==> src/rtl/div11_digit_loader_if.sv <==
// -----------------------------------------------------------------------------
// div11_digit_loader_if
//   Bundles the digit-entry and number-output handshakes of the
//   divisible-by-11 digit loader.
//
//   Upstream side:
//     clear      abort the partial or complete number
//     in_valid   in_digit is offered
//     in_digit   BCD digit offered
//     in_ready   loader can take a digit
//     digit_err  pulse: an offered non-BCD code was dropped
//     timeout    pulse: a partial entry was abandoned
//   Downstream side:
//     out_valid  a..d hold a complete 4-digit number
//     out_ack    consumer has taken the number
//     a..d       thousands .. units digits
//     count      digits currently held (0..4)
//     rem11      running value mod 11 (0 when the remainder tracker is absent)
//
//   master: the environment (digit source and number consumer)
//   slave : the loader
// -----------------------------------------------------------------------------
interface div11_digit_loader_if;
  logic       clear;
  logic       in_valid;
  logic [3:0] in_digit;
  logic       in_ready;
  logic       out_valid;
  logic       out_ack;
  logic [3:0] a;
  logic [3:0] b;
  logic [3:0] c;
  logic [3:0] d;
  logic [2:0] count;
  logic       digit_err;
  logic       timeout;
  logic [3:0] rem11;

  modport master (
    output clear, in_valid, in_digit, out_ack,
    input  in_ready, out_valid, a, b, c, d, count, digit_err, timeout, rem11
  );

  modport slave (
    input  clear, in_valid, in_digit, out_ack,
    output in_ready, out_valid, a, b, c, d, count, digit_err, timeout, rem11
  );
endinterface

==> src/rtl/div11_digit_loader.sv <==
// -----------------------------------------------------------------------------
// div11_digit_loader
//   Upstream stage of the divisible-by-11 checker. Takes BCD digits one at a
//   time (most significant first), drops non-BCD codes with a digit_err pulse,
//   and presents the assembled 4-digit number on a..d with out_valid until the
//   consumer acknowledges it. A partially entered number is abandoned after
//   TIMEOUT idle cycles.
//
//   Ports:
//     clk    rising-edge clock
//     rst_n  asynchronous active-low reset
//     bus    div11_digit_loader_if.slave (see interface for signal list)
//
//   Parameters:
//     TIMEOUT  idle cycles allowed between digits while partially loaded
//              (0 disables the timeout)
//     TO_W     idle counter width; TIMEOUT must be < 2**TO_W
//
//   Build option:
//     DIV11_REM_EN  when defined, rem11 tracks the entered value mod 11;
//                   otherwise rem11 is tied to zero.
// -----------------------------------------------------------------------------
module div11_digit_loader #(
  parameter int unsigned TIMEOUT = 16,
  parameter int unsigned TO_W    = 8
) (
  input  logic                  clk,
  input  logic                  rst_n,
  div11_digit_loader_if.slave   bus
);

  typedef enum logic [1:0] {
    ST_IDLE = 2'd0,   // no digits held
    ST_LOAD = 2'd1,   // 1..3 digits held
    ST_FULL = 2'd2    // 4 digits held, number presented downstream
  } state_e;

  localparam bit            TO_EN     = (TIMEOUT != 0);
  // Expiry is detected one cycle early so the counter "reaches" TIMEOUT on
  // the same edge that abandons the entry.
  localparam logic [TO_W-1:0] IDLE_LAST = TO_W'((TIMEOUT == 0) ? 0 : TIMEOUT - 1);

  state_e          state_q, state_d;
  logic [3:0]      slot_q [4];
  logic [3:0]      slot_d [4];
  logic [2:0]      count_q, count_d;
  logic [TO_W-1:0] idle_q, idle_d;
  logic            digit_err_q, digit_err_d;
  logic            timeout_q, timeout_d;

  logic            accept;
  logic            digit_ok;
  logic            valid_accept;
  logic            wipe;          // return to the empty state this edge

  assign accept       = bus.in_valid & bus.in_ready;
  assign digit_ok     = (bus.in_digit <= 4'd9);
  assign valid_accept = accept & digit_ok;

  // ---------------------------------------------------------------------------
  // Next-state / datapath
  // ---------------------------------------------------------------------------
  always_comb begin
    // NOTE: every variable gets a default before any branch; a path that
    // leaves one unassigned would infer a latch.
    state_d     = state_q;
    slot_d      = slot_q;
    count_d     = count_q;
    idle_d      = idle_q;
    digit_err_d = 1'b0;
    timeout_d   = 1'b0;
    wipe        = 1'b0;

    if (bus.clear) begin
      // Abort outranks accept, ack and expiry, and raises no pulse.
      wipe = 1'b1;
    end else begin
      unique case (state_q)
        ST_IDLE, ST_LOAD: begin
          if (valid_accept) begin
            slot_d[count_q[1:0]] = bus.in_digit;
            count_d              = count_q + 3'd1;
            idle_d               = '0;
            state_d              = (count_q == 3'd3) ? ST_FULL : ST_LOAD;
          end else begin
            // A dropped non-BCD code still completes the handshake but does
            // not count as activity for the idle counter.
            digit_err_d = accept;
            if (TO_EN && (state_q == ST_LOAD)) begin
              if (idle_q == IDLE_LAST) begin
                wipe      = 1'b1;
                timeout_d = 1'b1;
              end else begin
                idle_d = idle_q + 1'b1;
              end
            end
          end
        end

        ST_FULL: begin
          // in_ready is low here, so no digit can sneak in with the ack.
          if (bus.out_ack) begin
            wipe = 1'b1;
          end
        end

        default: begin
          wipe = 1'b1;
        end
      endcase
    end

    if (wipe) begin
      state_d = ST_IDLE;
      count_d = '0;
      idle_d  = '0;
      for (int i = 0; i < 4; i++) begin
        slot_d[i] = 4'd0;
      end
    end
  end

  // ---------------------------------------------------------------------------
  // State registers
  // ---------------------------------------------------------------------------
  always_ff @(posedge clk or negedge rst_n) begin
    if (!rst_n) begin
      state_q     <= ST_IDLE;
      count_q     <= '0;
      idle_q      <= '0;
      digit_err_q <= 1'b0;
      timeout_q   <= 1'b0;
      // NOTE: the slot array is reset, unlike a typical storage array,
      // because unwritten slots must read as zero downstream.
      for (int i = 0; i < 4; i++) begin
        slot_q[i] <= 4'd0;
      end
    end else begin
      // NOTE: non-blocking assignments so every register samples the
      // pre-edge value of every other register.
      state_q     <= state_d;
      count_q     <= count_d;
      idle_q      <= idle_d;
      digit_err_q <= digit_err_d;
      timeout_q   <= timeout_d;
      slot_q      <= slot_d;
    end
  end

  // ---------------------------------------------------------------------------
  // Running remainder mod 11
  // ---------------------------------------------------------------------------
`ifdef DIV11_REM_EN
  logic [3:0] rem_q, rem_d, rem_step;

  // Appending digit x to value v gives 10v + x; since 10 = -1 (mod 11) the
  // new remainder is (x - r) mod 11. The sum is formed in 5 bits because
  // x + 11 can exceed 15 before the subtraction.
  always_comb begin
    if (bus.in_digit >= rem_q) begin
      rem_step = bus.in_digit - rem_q;
    end else begin
      rem_step = 4'(5'(bus.in_digit) + 5'd11 - 5'(rem_q));
    end
  end

  always_comb begin
    rem_d = rem_q;
    if (wipe) begin
      rem_d = 4'd0;
    end else if (valid_accept) begin
      rem_d = rem_step;
    end
  end

  always_ff @(posedge clk or negedge rst_n) begin
    if (!rst_n) begin
      rem_q <= 4'd0;
    end else begin
      rem_q <= rem_d;
    end
  end

  assign bus.rem11 = rem_q;
`else
  assign bus.rem11 = 4'd0;
`endif

  // ---------------------------------------------------------------------------
  // Outputs
  // ---------------------------------------------------------------------------
  assign bus.in_ready  = (state_q != ST_FULL);
  assign bus.out_valid = (state_q == ST_FULL);
  assign bus.a         = slot_q[0];
  assign bus.b         = slot_q[1];
  assign bus.c         = slot_q[2];
  assign bus.d         = slot_q[3];
  assign bus.count     = count_q;
  assign bus.digit_err = digit_err_q;
  assign bus.timeout   = timeout_q;

endmodule

==> src/flat_wrapper.sv <==
// flat-port wrapper written by rule: the top's interface ports become plain ports
module div11_digit_loader_flat 
#(
  parameter int unsigned TIMEOUT = 16,
  parameter int unsigned TO_W    = 8
)
  (clk, rst_n, bus_clear, bus_in_valid, bus_in_digit, bus_out_ack, bus_in_ready, bus_out_valid, bus_a, bus_b, bus_c, bus_d, bus_count, bus_digit_err, bus_timeout, bus_rem11);
  div11_digit_loader_if bus_i ();
  input  logic clk;
  input  logic rst_n;
  input wire logic [$bits(bus_i.clear)-1:0] bus_clear;
  input wire logic [$bits(bus_i.in_valid)-1:0] bus_in_valid;
  input wire logic [$bits(bus_i.in_digit)-1:0] bus_in_digit;
  input wire logic [$bits(bus_i.out_ack)-1:0] bus_out_ack;
  output wire logic [$bits(bus_i.in_ready)-1:0] bus_in_ready;
  output wire logic [$bits(bus_i.out_valid)-1:0] bus_out_valid;
  output wire logic [$bits(bus_i.a)-1:0] bus_a;
  output wire logic [$bits(bus_i.b)-1:0] bus_b;
  output wire logic [$bits(bus_i.c)-1:0] bus_c;
  output wire logic [$bits(bus_i.d)-1:0] bus_d;
  output wire logic [$bits(bus_i.count)-1:0] bus_count;
  output wire logic [$bits(bus_i.digit_err)-1:0] bus_digit_err;
  output wire logic [$bits(bus_i.timeout)-1:0] bus_timeout;
  output wire logic [$bits(bus_i.rem11)-1:0] bus_rem11;
  assign bus_i.clear = bus_clear;
  assign bus_i.in_valid = bus_in_valid;
  assign bus_i.in_digit = bus_in_digit;
  assign bus_i.out_ack = bus_out_ack;
  assign bus_in_ready = bus_i.in_ready;
  assign bus_out_valid = bus_i.out_valid;
  assign bus_a = bus_i.a;
  assign bus_b = bus_i.b;
  assign bus_c = bus_i.c;
  assign bus_d = bus_i.d;
  assign bus_count = bus_i.count;
  assign bus_digit_err = bus_i.digit_err;
  assign bus_timeout = bus_i.timeout;
  assign bus_rem11 = bus_i.rem11;
  div11_digit_loader #(.TIMEOUT(TIMEOUT), .TO_W(TO_W)) u_core (.clk(clk), .rst_n(rst_n), .bus(bus_i));
endmodule
==> config.mk <==
export PLATFORM = sky130hd
export DESIGN_NAME = div11_digit_loader_flat
export DESIGN_NICKNAME = d
export VERILOG_FILES = /design/src/rtl/div11_digit_loader_if.sv /design/src/rtl/div11_digit_loader.sv /design/src/flat_wrapper.sv
export SDC_FILE = /design/constraint.sdc
export NUM_CORES = 1
export LEC_CHECK = 0
export BUFFER_PORTS_ARGS = -buffer_cell sky130_fd_sc_hd__buf_2
export CELL_PAD_IN_SITES_DETAIL_PLACEMENT = 1
export CELL_PAD_IN_SITES_GLOBAL_PLACEMENT = 2
export CORE_UTILIZATION = 34
export CTS_CLUSTER_SIZE = 20
export DETAILED_ROUTE_END_ITERATION = 6
export PLACE_DENSITY = 0.85
export REMOVE_ABC_BUFFERS = 1
export SYNTH_ARGS = -nofsm -noshare
export SYNTH_HDL_FRONTEND = slang
export SYNTH_SLANG_ARGS = --single-unit
==> constraint.sdc <==
create_clock -name clk -period 2.06 [get_ports clk]
set_clock_uncertainty 0.1 [all_clocks]
set_input_delay 0.412 -clock clk [delete_from_list [all_inputs] [get_ports clk]]
set_output_delay 0.412 -clock clk [all_outputs]
set_load 0.005 [all_outputs]
== Yosys cells after proc, flatten, opt, wreduce, memory -nomap -nowiden ==
Cells that the tools add are included.
Widths: inputs -> output; s select.

* $add $sub $neg: 2
* Magnitude comparators: 3
* Equal/unequal tests: 7
* Mux-type cells: 33
* Bitwise operators: 3
* Reductions and logical operators: 8

{| class="wikitable"
|+ Operators by type and width
! cell !! number
|-
| $mux 16 || 4
|-
| $mux 8 || 6
|-
| $bwmux 16 || 1
|-
| $mux 3 || 4
|-
| $mux 1 || 10
|-
| $mux 2 || 5
|-
| $add 8x1->8 const B || 1
|-
| $demux 4 s2 || 1
|-
| $eq 8x4->1 const B || 1
|-
| $le 4x4->1 const B || 1
|-
| $mux 4 || 1
|-
| $reduce_and 4->1 || 1
|-
| $reduce_bool 2->1 || 2
|-
| $add 3x1->3 const B || 1
|-
| $eq 3x2->1 const B || 1
|-
| $ge 3x3->1 const B || 1
|-
| $lt 3x1->1 const B || 1
|-
| $ne 3x1->1 const B || 1
|-
| $not 2->3 || 1
|-
| $reduce_and 3->1 || 1
|-
| $reduce_bool 3->1 || 1
|-
| $and 1x1->1 || 2
|-
| $eq 2x1->1 const B || 1
|-
| $eq 2x2->1 const B || 1
|-
| 6 further kinds || 6
|}

* Flip-flop bits (word level): 31
* Input bits: 9
* Output and inout port bits: 27
* Logic and storage cells: 65

== Logic depth before layout (Yosys ltp) ==
* Depth after elaboration: 10
* Mapped depth: 6
* Depth with buffers taken out: 5

== Worst setup path before layout ==
Ideal clock, no wire load.

* Path type: register to register
* Start point: register u_core.idle_q[0]
* End point: register u_core.count_q[0], in the netlist u_core.bus.count[0]
* Library setup time: 0.119 ns
* Arrival: 1.409 ns
* Data required time: 1.841 ns
* Setup slack: 0.432 ns
* Cell stages (with the launch flop): 7
* Path buffers: 1
* Clock period less this slack: 1.628 ns
* Cell sequence: dfrtp_1 ha_1 nor2b_1 nand4_4 o31ai_4 buf_6 nor2_2

* Word-level cells in the longest chain between the ends: 8
* Elaborated cells between the ends (all ways): 11
* Those cells by class: eq/ne (2); mux (6); reduce/logical (3)

{| class="wikitable"
|+ RTL lines
! item !! RTL line !! text
|-
| from (decl) || div11_digit_loader.sv:47 || <nowiki>logic [TO_W-1:0] idle_q, idle_d;</nowiki>
|-
| from (signal assigned) || div11_digit_loader.sv:143 || <nowiki>idle_q <= idle_d;</nowiki>
|-
| $eq 8x4->1 * || div11_digit_loader.sv:90 || <nowiki>if (idle_q == IDLE_LAST) begin</nowiki>
|-
| $mux 1 * || div11_digit_loader.sv:90 ||
|-
| $mux 1 * || div11_digit_loader.sv:89 || <nowiki>if (TO_EN && (state_q == ST_LOAD)) begin</nowiki>
|-
| $mux 1 * || div11_digit_loader.sv:80 || <nowiki>if (valid_accept) begin</nowiki>
|-
| $pmux 1 s2 * || div11_digit_loader.sv:78 || <nowiki>unique case (state_q)</nowiki>
|-
| $mux 1 * || div11_digit_loader.sv:74 || <nowiki>if (bus.clear) begin</nowiki>
|-
| $ne 2x1->1 (no source line) / $reduce_bool 2->1 (equally long branches) || -- ||
|-
| $reduce_and 3->1 (no source line) || -- ||
|-
| to (signal assigned) || div11_digit_loader.sv:142 || <nowiki>count_q <= count_d;</nowiki>
|-
| to (decl) || div11_digit_loader.sv:46 || <nowiki>logic [2:0] count_q, count_d;</nowiki>
|}

Mark *: on every way between the ends. The rest lies on a longest branch, timed or not.
A chain may end at the register's enable or synchronous reset.

== Final worst setup path ==
* Start point: register u_core.idle_q[0]
* End point: register u_core.slot_q (netlist bit u_core.bus.c[2])

* Word-level cells in the longest chain between the ends: 8
* Elaborated cells between the ends (all ways): 11
* Those cells by class: eq/ne (2); mux (6); reduce/logical (3)

{| class="wikitable"
|+ RTL lines
! item !! RTL line !! text
|-
| $eq 8x4->1 * || div11_digit_loader.sv:90 ||
|-
| $mux 1 * || div11_digit_loader.sv:90 ||
|-
| $mux 1 * || div11_digit_loader.sv:89 ||
|-
| $mux 1 * || div11_digit_loader.sv:80 ||
|-
| $pmux 1 s2 * || div11_digit_loader.sv:78 ||
|-
| $mux 1 * || div11_digit_loader.sv:74 ||
|-
| $ne 2x1->1 (no source line) / $reduce_bool 2->1 (equally long branches) || -- ||
|-
| $reduce_and 3->1 (no source line) || -- ||
|-
| to (signal assigned) || div11_digit_loader.sv:146 || <nowiki>slot_q <= slot_d;</nowiki>
|-
| to (decl) || div11_digit_loader.sv:44 || <nowiki>logic [3:0] slot_q [4];</nowiki>
|}

Marked as above.

==> out/summary.md <==
- **Worst setup endpoint** u_core.bus.c[2]$_DFFE_PN0P_
- **cell chosen for the clock root** clkbuf_8
- **maximum operating frequency** 559 MHz
- **biggest area contributors in the synthesized netlist** dfrtp_1 47%, mux2i_1 7.9%, ha_1 4.6%
- **failing checks** design-rule violations
- **number of synthesized flops with an enable pin** 0
- **cell with the most instances after synthesis** dfrtp_1
- **startpoint of the worst register-to-register path** u_core.idle_q[0]$_DFFE_PN0P_
- **Final Worst Setup Slack** 0.270 ns
- **Die Area** 5100 um^2
- **hold slack** 0.0705 ns
- **detailed-route via count** 1,198
- **launch point of the worst path** u_core.idle_q[0]$_DFFE_PN0P_
- **number of synthesis warnings** 0
- **via count of the first global-routing pass** 1,279
- **routed length per instance** 16.3 um
- **distinct cell type count of the synthesized netlist** 38
- **post-synthesis simple-gate area fraction** 22.9%
- **top flip-flop cell by instance count after synthesis** dfrtp_1
- **cell types with the highest counts after synthesis** 31 x dfrtp_1, 17 x nor2_1, 13 x mux2i_1
- **die extent in x** 71.4 um
- **multiplexer share of the synthesized area** 7.94%
- **quantity of gates resized following cts** 0
- **first-iteration detailed-routing DRC count** 80
- **global-route layer with the greatest usage** met2
- **Die Y** 71.4 um
- **share of the yosys chip area belonging to registers** 47.4%
- **fraction of the mapped netlist area in compound gates** 9.32%
- **core occupancy in the finished layout** 42.6%
- **library cell with the largest summed area after synthesis** dfrtp_1
- **Post-Synth Adder-Cell Area** 4.58%
- **Cell Pwr Density** 695 nW/um^2
- **worst slack at placement** 0.205 ns
- **largest family of logic cells by synthesized area** simple AND/OR/NAND/NOR gates
- **initial standard-cell utilization of the core** 36.4%
- **RSZ-0062 raised after global routing** false
- **FF+latch count, synth** 31
- **total of buffers placed on input and output ports** 31
- **Core Box Area** 4500 um^2
- **worst hold path class** input port to async pin
- **global-route wire length before repair** 6.43 mm
- **setup bufs post-CTS** 0
- **headroom to the max-slew limit** 52.3%
- **XOR/XNOR Fraction of Synth Area** 2.14%
- **half-perimeter wire length after placement** 2.81 mm
- **DRC violation count after routing** 3
- **Overflow after GRT** 0
- **endpoint of the most critical register-to-register path** u_core.bus.c[2]$_DFFE_PN0P_
- **result of the run** finished with violations
- **final max-slew violation count** 0
- **final number of setup-violating endpoints** 0
- **cell leakage power** 0.981 nW
- **deepest level of the CTS H-tree** 2
- **maximum number of pins on one net before global-route repair** 32
- **net total in the final layout** 197
- **maximum capacitance violations** 0
- **FFs w/ async S/R, synth** 100%
- **clock buffer depth** 2
- **number of clock sinks** 31
- **Worst setup SP type** flip-flop
- **number of vias per cell after detailed routing** 5.10
- **Synth Area per Inst** 11.1 um^2
- **post-synthesis instance area** 1640 um^2
- **number of antenna violations at the first check in global routing** 0
- **worst r2r path cells** 6
- **GPL Wtd Cong** 0.763
- **ANT nets after route** 0
- **Initial DRT Pass Iterations** 6
- **Final Hold Violating Endpoints** 0
- **period utilization** 86.9%
- **number of instances in the synthesized netlist** 148
- **TritonCTS Buffers** 5
- **transition time at the pin with the least slew margin** 0.716 ns
- **layout cell share with drive strength beyond 1** 34.4%
- **maximum VDD drop** 317 uV
- **worst setup path class** flip-flop to flip-flop
- **critical path data required time** 2.14 ns
- **met3 global-route usage** 3.80%
- **number of diodes added for antenna fixing** 0
- **clock insertion delay at the later pin of the skew report** 0.29 ns
- **met2 Usage GRT** 28.3%
- **data arrival time of the worst path** 1.87 ns
- **endpoint class of the critical path** flip-flop
- **number of hold buffers added after cts** 0
- **number of top-level pins** 36
- **crit-path max FO** 20
- **post-synth top area share** 47.4%
- **Post-Route Setup TNS** 0 ns
- **r2r setup slk** 0.27 ns
- **GRT Total Usage** 16.6%
- **area delta synth->final** 17.1%
- **clock transition at the registers of the reported paths** 0.07 ns
- **clock tree from TritonCTS** built
- **standard-cell row count** 24
- **wirelength, routed** 3.83 mm
- **global routing usage on met1** 20.6%
- **Final Critical Period** 1.79 ns
==> cells by family after synthesis <==
logic type      after synthesis
buf+inv                      12
other cells                   1
flops                        31
simple gates                 63
xor+xnor                      4
mux                          13
fa+ha+maj                     6
compound gates               18
==> flip-flops by register name, summed over array words and instances, names as in the netlist <==
register              count
u_core.bus.b              4
u_core.bus.timeout        1
u_core.idle_q             8
u_core.bus.count          3
u_core.bus.d              4
u_core.bus.digit_err      1
u_core.state_q            2
u_core.bus.c              4
u_core.bus.a              4
==> layout by cell type (no fill, tap or decap), types with 2 or more instances in the layout <==
cell type,netlist,layout
xor2_1,3,3
nor2_1,17,17
nand3_1,4,4
nor2_2,5,5
nand4b_1,4,4
a21oi_1,6,6
o21ai_0,2,2
inv_1,4,4
buf_2,0,31
a211oi_2,2,2
nor3_1,3,3
clkbuf_8,0,7
dfrtp_1,31,31
ha_1,6,6
nand4_1,3,3
mux2i_1,13,13
and4_2,2,2
conb_1,1,4
nand2_1,12,12
a21oi_2,4,4
==> layer usage <==
layer | vias up | share of wire [%]
li1 | 572 | -
met1 | 591 | 45
met2 | 29 | 49
met3 | 6 | 4.3
met4 | 0 | 1.6
met5 | - | 0
==> worst max-delay path, cell delays in order, from the launching register on <==
cell and delay [ns]:
dfrtp_1 0.39, ha_1 0.20, nor2b_1 0.26, nand4_4 0.18, o31ai_4 0.29, buf_12 0.21
nor2_1 0.07
==> metrics by stage <==
step / area (um^2) / power [mW] / instances
finish: 1920 / 1.33 / 235
global route: 1920 / 1.39 / 235
CTS: 1920 / 1.35 / 235
detailed placement: 1810 / 0.797 / 227
global placement: 1810 / 0.790 / 227
floorplan: 1570 / 0.729 / 143
==> area by class of cell <==
class | instances | area (um^2)
timing repair buffer | 32 | 175
fill | 514 | 2590
tap | 52 | 65.1
sequential | 31 | 776
clock inverter | 1 | 7.51
multi-input combinational | 108 | 783
inverter | 4 | 15.0
clock buffer | 7 | 96.3
==> worst min-delay path by stage <==
stage                                endpoint  cells past startpoint  slack (ns)  startpoint
4_1_cts          u_core.idle_q[4]$_DFFE_PN0P_                      1        0.09       rst_n
3_5_place_dp     u_core.idle_q[0]$_DFFE_PN0P_                      1        0.41       rst_n
6_report          u_core.bus.d[0]$_DFFE_PN0P_                      1        0.07       rst_n
3_3_place_gp   u_core.bus.digit_err$_DFF_PN0_                      1        0.39       rst_n
5_1_grt           u_core.bus.d[0]$_DFFE_PN0P_                      1        0.14       rst_n
2_1_floorplan     u_core.bus.a[0]$_DFFE_PN0P_                      0        0.02       rst_n
==> power by group <==
part           internal (mW)  switching, mW  total [mW]
Combinational         0.0558         0.0889       0.145
Clock                  0.304          0.245       0.549
Sequential             0.625         0.0144       0.639
Total                  0.985          0.349        1.33
No activity file was read; power rests on OpenSTA's default activity.
